--- src/rtl/inst_trace_buffer.sv ---
// Instruction commit trace buffer: captures a bounded run of retired PC/instruction
// pairs into a first-word-fall-through FIFO. Define TRACE_CYCLE_STAMP_EN to add out_cycle.
module inst_trace_buffer #(
  parameter int DEPTH     = 16,
  parameter int MAX_COUNT = 10000
) (
  input  logic                     clk_in,
  input  logic                     reset,
  input  logic                     start,
  input  logic                     commit_valid,
  input  logic [31:0]              commit_pc,
  input  logic [31:0]              commit_inst,
  output logic                     out_valid,
  input  logic                     out_ready,
  output logic [31:0]              out_pc,
  output logic [31:0]              out_inst,
`ifdef TRACE_CYCLE_STAMP_EN
  output logic [31:0]              out_cycle,
`endif
  output logic                     busy,
  output logic                     done,
  output logic                     overflow,
  output logic [15:0]              drop_count,
  output logic [$clog2(DEPTH):0]   level
);
  localparam int AW = $clog2(DEPTH);
  localparam int CW = $clog2(MAX_COUNT + 1);
  localparam logic [CW-1:0] CAP_LAST = CW'(MAX_COUNT);

  typedef enum logic [1:0] {IDLE, CAPTURE, DRAIN, DONE} state_e;

  typedef struct packed {
`ifdef TRACE_CYCLE_STAMP_EN
    logic [31:0] cyc;
`endif
    logic [31:0] pc;
    logic [31:0] inst;
  } entry_t;

  state_e          state_q, state_d;
  logic [AW-1:0]   rd_ptr_q, rd_ptr_d, wr_ptr_q, wr_ptr_d;
  logic [AW:0]     level_q, level_d;
  logic [CW-1:0]   cap_cnt_q, cap_cnt_d;
  logic [31:0]     cyc_q, cyc_d;
  logic [15:0]     drop_q, drop_d;
  logic            ovf_q, ovf_d;
  logic            pop, push, drop, room, cap;
  entry_t          mem_q [DEPTH];
  entry_t          wr_entry, head;

  always_comb begin
    cap  = (state_q == CAPTURE);
    pop  = (level_q != '0) && out_ready;
    // Full FIFO still accepts when the head leaves on the same edge.
    room = !level_q[AW] || pop;
    push = cap && commit_valid && room;
    drop = cap && commit_valid && !room;

    wr_entry      = '0;
    wr_entry.pc   = commit_pc;
    wr_entry.inst = commit_inst;
`ifdef TRACE_CYCLE_STAMP_EN
    wr_entry.cyc  = cyc_q;
`endif

    rd_ptr_d = pop  ? rd_ptr_q + 1'b1 : rd_ptr_q;
    wr_ptr_d = push ? wr_ptr_q + 1'b1 : wr_ptr_q;
    level_d  = level_q;
    if (push && !pop)      level_d = level_q + 1'b1;
    else if (pop && !push) level_d = level_q - 1'b1;

    state_d   = state_q;
    cap_cnt_d = cap_cnt_q;
    cyc_d     = cyc_q;
    drop_d    = drop_q;
    ovf_d     = ovf_q;

    case (state_q)
      IDLE, DONE: begin
        if (start) begin
          state_d   = CAPTURE;
          cap_cnt_d = '0;
          cyc_d     = '0;
          drop_d    = '0;
          ovf_d     = 1'b0;
        end
      end
      CAPTURE: begin
        cyc_d = cyc_q + 32'd1;
        if (commit_valid) begin
          cap_cnt_d = cap_cnt_q + 1'b1;
          if (cap_cnt_d == CAP_LAST) state_d = DRAIN;
        end
        if (drop) begin
          ovf_d = 1'b1;
          if (drop_q != 16'hFFFF) drop_d = drop_q + 16'd1;
        end
      end
      DRAIN: begin
        if (level_d == '0) state_d = DONE;
      end
      default: state_d = IDLE;
    endcase
  end

  always_ff @(posedge clk_in or negedge reset) begin
    if (!reset) begin
      state_q   <= IDLE;
      rd_ptr_q  <= '0;
      wr_ptr_q  <= '0;
      level_q   <= '0;
      cap_cnt_q <= '0;
      cyc_q     <= '0;
      drop_q    <= '0;
      ovf_q     <= 1'b0;
    end else begin
      state_q   <= state_d;
      rd_ptr_q  <= rd_ptr_d;
      wr_ptr_q  <= wr_ptr_d;
      level_q   <= level_d;
      cap_cnt_q <= cap_cnt_d;
      cyc_q     <= cyc_d;
      drop_q    <= drop_d;
      ovf_q     <= ovf_d;
    end
  end

  // Storage is not reset; outputs are gated by occupancy instead.
  always_ff @(posedge clk_in) begin
    if (push) mem_q[wr_ptr_q] <= wr_entry;
  end

  always_comb begin
    head       = mem_q[rd_ptr_q];
    out_valid  = (level_q != '0);
    out_pc     = out_valid ? head.pc   : 32'd0;
    out_inst   = out_valid ? head.inst : 32'd0;
`ifdef TRACE_CYCLE_STAMP_EN
    out_cycle  = out_valid ? head.cyc  : 32'd0;
`endif
    busy       = (state_q == CAPTURE) || (state_q == DRAIN);
    done       = (state_q == DONE);
    overflow   = ovf_q;
    drop_count = drop_q;
    level      = level_q;
  end
endmodule

--- config.mk ---
export PLATFORM = sky130hd
export DESIGN_NAME = inst_trace_buffer
export DESIGN_NICKNAME = d
export VERILOG_FILES = /design/src/rtl/inst_trace_buffer.sv
export SDC_FILE = /design/constraint.sdc
export NUM_CORES = 1
export LEC_CHECK = 0
export CELL_PAD_IN_SITES_DETAIL_PLACEMENT = 2
export CELL_PAD_IN_SITES_GLOBAL_PLACEMENT = 2
export CORE_ASPECT_RATIO = 1.4
export CORE_MARGIN = 2
export CORE_UTILIZATION = 44
export CTS_CLUSTER_DIAMETER = 50
export DETAILED_ROUTE_END_ITERATION = 8
export PLACE_DENSITY_LB_ADDON = 0.25
export RECOVER_POWER = 50
export SYNTH_ARGS = -nofsm -noshare
export SYNTH_HDL_FRONTEND = slang
export SYNTH_SLANG_ARGS = --single-unit
--- constraint.sdc ---
create_clock -name clk_in -period 3.5 [get_ports clk_in]
set_clock_uncertainty 0.1 [all_clocks]
set_input_delay 0.7 -clock clk_in [delete_from_list [all_inputs] [get_ports clk_in]]
set_output_delay 0.7 -clock clk_in [all_outputs]
set_load 0.05 [all_outputs]
==> impl_summary.md <==
Run status
The run finished, with violations left. The checks that failed: max-capacitance violations, max-slew violations, negative setup slack.

Placed design
The placed instance area is about 46000 sq um. The number of placed cells counting well taps is 3196. In this run the tool buffered the top-level ports with 157 buffer cells. Summed over all nets, the half-perimeter wirelength after detailed placement is 68400 um. The congestion estimate from routability-driven global placement came to approximately 0.74.

Layout
Counting the fill cells in the layout gives approximately 7700. Once layout is complete, the cells apart from fillers number 3454. In the final layout, the share of cells above drive strength 1 is 34.8%. At the end of the flow the core is filled with cells to between 50% and 60%. The finished layout cell area is around 51000 sq um. The final layout contains approximately 2200 nets. Leaving out fill and tap cells, the most frequent cell in the layout is edfxtp_1. Compared with the post-synthesis result, the final layout area differs by 22.9%. In the layout the commonest cells are edfxtp_1, mux4_2, clkbuf_16, buf_12, and2_4.

Min path
The tightest min-delay check is of the register to register type. The startpoint of the lowest-slack hold path is cap_cnt_q[10]. The hold path depth is 1. The path with the worst hold slack has its endpoint at cap_cnt_q[10].

Power
The share of total power dissipated in sequential elements is 33.4%. The clock network fraction of design power is 26.2%. The design internal power is 30600 uW. Summed over all cells, the static leakage comes to around 0.017 uW.

Total power for the finished layout comes to 45800 uW. The analysis attributes to net switching a power of between 15000 and 20000 uW. In this run, the combinational gates consume 40.4% of the power.

Net switching is 33.1% of the power. The maximum ir drop on the vdd rail is 0.741 mV. The power density over the cells is roughly 900 nW/um^2.

Clocking
After clock tree synthesis, the clock-pin slew on the worst setup and hold paths is around 70 ps. The TritonCTS clock tree is yes. The deepest level of the CTS H-tree is 3. The number of buffers added by the clock tree synthesis step is 110.

For the worst-skew pair, the clock arrives at the later sink with an insertion delay of 710 ps. The number of clock sinks is 1070. Counting along the longest clock path gives a buffer depth of 3. The root buffer cell chosen for the clock tree is clkbuf_16.

Worst setup path
For this design, the slowest cell found on the critical path is mux4_2. The delay of the slowest cell on the worst path is a little under 600 ps. The critical path goes through buf_6 -> buf_12 -> buf_8 -> buf_6 -> mux4_2 -> mux4_2 -> and2_4 -> buf_12.

The worst register-to-register path has a depth of 10. The startpoint of the worst register-to-register path is level[1]. In this run the critical register-to-register path is captured at state_q[1]. The buffers plus inverters on the worst setup path is 5. The setup check on the worst reg-to-reg path leaves a slack of -150 ps. The critical path startpoint category is a register. The worst path arrival time is 3120 ps.

The critical path capture point type is an output port. Of all nets on the critical path, the largest fanout is 3. Data on the critical path is required at its endpoint by between 2000 and 3000 ps. The critical path is of the register to output port type. The family with the most delay on the worst path is multiplexers.

Floorplanning
The core outline area is 93700 sq um. The area of the die is 96700 sq um. During I/O placement, the number of pins put on the boundary was around 160. In this run the horizontal extent of the chip is 263 um. In this run the core area contains around 130 standard-cell rows.

The die boundary height is 367 um. For this configuration, the core starts out at a cell density of 44.3%.

STA
The clock period minus final worst setup slack is 3920 ps. Once routing completed, OpenROAD measured the worst setup slack at -418 ps. The final max-slew violation count was 31.

Of the available clock period, the critical path in the final layout requires 112%. For this run, the top clock speed supported by timing is around 260 MHz. The worst-case hold slack is 437 ps.

Setup repair after global routing could not meet its margin everywhere. The final hold violation count came to 0. Setup violations remaining at the end of the flow were counted as 131. For the pin with the worst max-slew slack, the measured transition is 1850 ps. The headroom to the max-slew limit is -23.4%.

Routing
The pre-antenna-repair detailed-routing pass consisted of 5 iterations. The final routed DRC violation total is 0. The via count is around 21000. The via-per-instance ratio is 6.01.

In the final routed layout, each cell accounts on average for 36.4 um. For this block, the routed nets add up to approximately 130000 um of wire. The starting DRC count in detailed routing is 1749. The number of nets still failing antenna checks after routing is 0.

Synth
The most used flip-flop cell after synthesis is edfxtp_1. The synthesized net count is about 1900. Counting distinct cell types in the post-synthesis netlist gives 50. Counting flops with a built-in enable in the synthesized netlist gives approximately 1000.

After technology mapping, the gate count stands at 1813. Summing every instance area after synthesis gives 41500 sq um. The register area share after synthesis is 76.9%. The synthesis-stage register bit count is roughly 1100. During synthesis, Yosys emitted a total of 0 warnings.

The fraction of synthesis flops using an asynchronous set or reset pin is about 4.3%. The average instance in the mapped netlist occupies 22.9 sq um.

GRT
In the global route stage, overall resource usage came out at between 20% and 30%. The number of antenna violations at the first check in global routing is 16. The aggregate global routing overflow is 0. The number of global-route vias before repair was 23298. The largest net degree at the start of global routing is 71. The wire length of the first global-routing pass is 178000 um.

Run
Max-cap violations in this run came to 1.
cells in the mapped netlist, types with 3 or more instances:
| library cell | instances | area, sq um |
|---|---|---|
| a21oi_1 | 8 | 40.0 |
| a31oi_1 | 8 | 50.1 |
| and2_1 | 80 | 500 |
| and3_1 | 6 | 37.5 |
| and4_1 | 5 | 43.8 |
| buf_1 | 26 | 97.6 |
| clkbuf_1 | 62 | 233 |
| dfrtp_1 | 46 | 1150 |
| edfxtp_1 | 1024 | 30700 |
| ha_1 | 12 | 150 |
| inv_1 | 13 | 48.8 |
| mux4_2 | 320 | 7210 |
| nand2_1 | 50 | 188 |
| nand2b_1 | 4 | 25.0 |
| nand3_1 | 15 | 75.1 |
| nand4_1 | 11 | 68.8 |
| nor2_1 | 26 | 97.6 |
| nor3_1 | 5 | 25.0 |
| nor3b_1 | 3 | 22.5 |
| o21ai_0 | 29 | 145 |
| o31ai_1 | 8 | 60.1 |
| or2_2 | 3 | 18.8 |
| xnor2_1 | 8 | 70.1 |
| xor2_1 | 8 | 70.1 |
logic make-up (layout without fill, tap and decap cells):
group | count (synthesis) | in the layout | synth area share, %
compound gates | 68 | 68 | 1.06
xor+xnor | 16 | 16 | 0.338
fa+ha+maj | 13 | 13 | 0.386
buf+inv | 103 | 526 | 0.935
flops | 1070 | 1070 | 76.9
mux | 322 | 322 | 17.4
other cells | 0 | 3 | 0
simple gates | 221 | 221 | 2.92
worst max-delay path by stage:
stage	startpoint	depth (start not counted)	end
3_3_place_gp	commit_valid	9	mem_q[4][16]
3_5_place_dp	commit_valid	9	mem_q[4][10]
2_1_floorplan	rd_ptr_q[0]	6	out_inst[13]
5_1_grt	rd_ptr_q[0]	8	out_inst[14]
4_1_cts	rd_ptr_q[0]	7	out_pc[20]
6_report	rd_ptr_q[0]	8	out_inst[25]
routing by layer:
layer,wire [um],global-route usage [%],vias to the layer above
met3,7180,4.91,180
met4,2960,7.60,18
met5,105,0.0501,-
li1,-,-,8354
met2,66800,46.6,775
met1,48700,32.9,11423
power by group through the flow:
stage / sequential, uW / clock [uW] / combinational, uW
2_1_floorplan: 15400 / 0 / 9820
3_3_place_gp: 15400 / 0 / 15300
3_5_place_dp: 15600 / 0 / 15600
4_1_cts: 15300 / 12200 / 17400
5_1_grt: 15300 / 12600 / 19300
6_report: 15300 / 12000 / 18500
cell type report:
cell class | count | area (sq um) | area share (%)
Tap cell | 1215 | 1520 | 2.98
Clock buffer | 137 | 2950 | 5.79
Timing Repair Buffer | 312 | 4540 | 8.91
Multi-Input combinational cell | 640 | 9360 | 18.4
Clock inverter | 63 | 627 | 1.23
Inverter | 14 | 52.6 | 0.103
Sequential cell | 1070 | 31900 | 62.6
Antenna cell | 3 | 7.51 | 0.0147
through the flow:
stage / setup TNS [ps] / setup slack, ps
after floorplan: 0 / 13.7
after global placement: 0 / 79.5
after detailed placement: -3190 / -70.6
after CTS: -25620 / -472
after global routing: -85850 / -463
final: -23290 / -418
registers in the layout, summed over array words and instances, names as in the netlist:
signal	flops
drop_count	16
overflow	1
wr_ptr_q	4
level	5
mem_q	1024
state_q	2
rd_ptr_q	4
cap_cnt_q	14
repair_timing:
action / CTS / global route
endpoints found under the hold margin: 29 / 0
setup endpoints to repair: 65 / 66
setup buffers: 17 / 15
gates cloned: 11 / 13
resized for setup: 94 / 90
hold buffers: 1 / 0
Note: power is estimated with default switching activity, not from simulation.
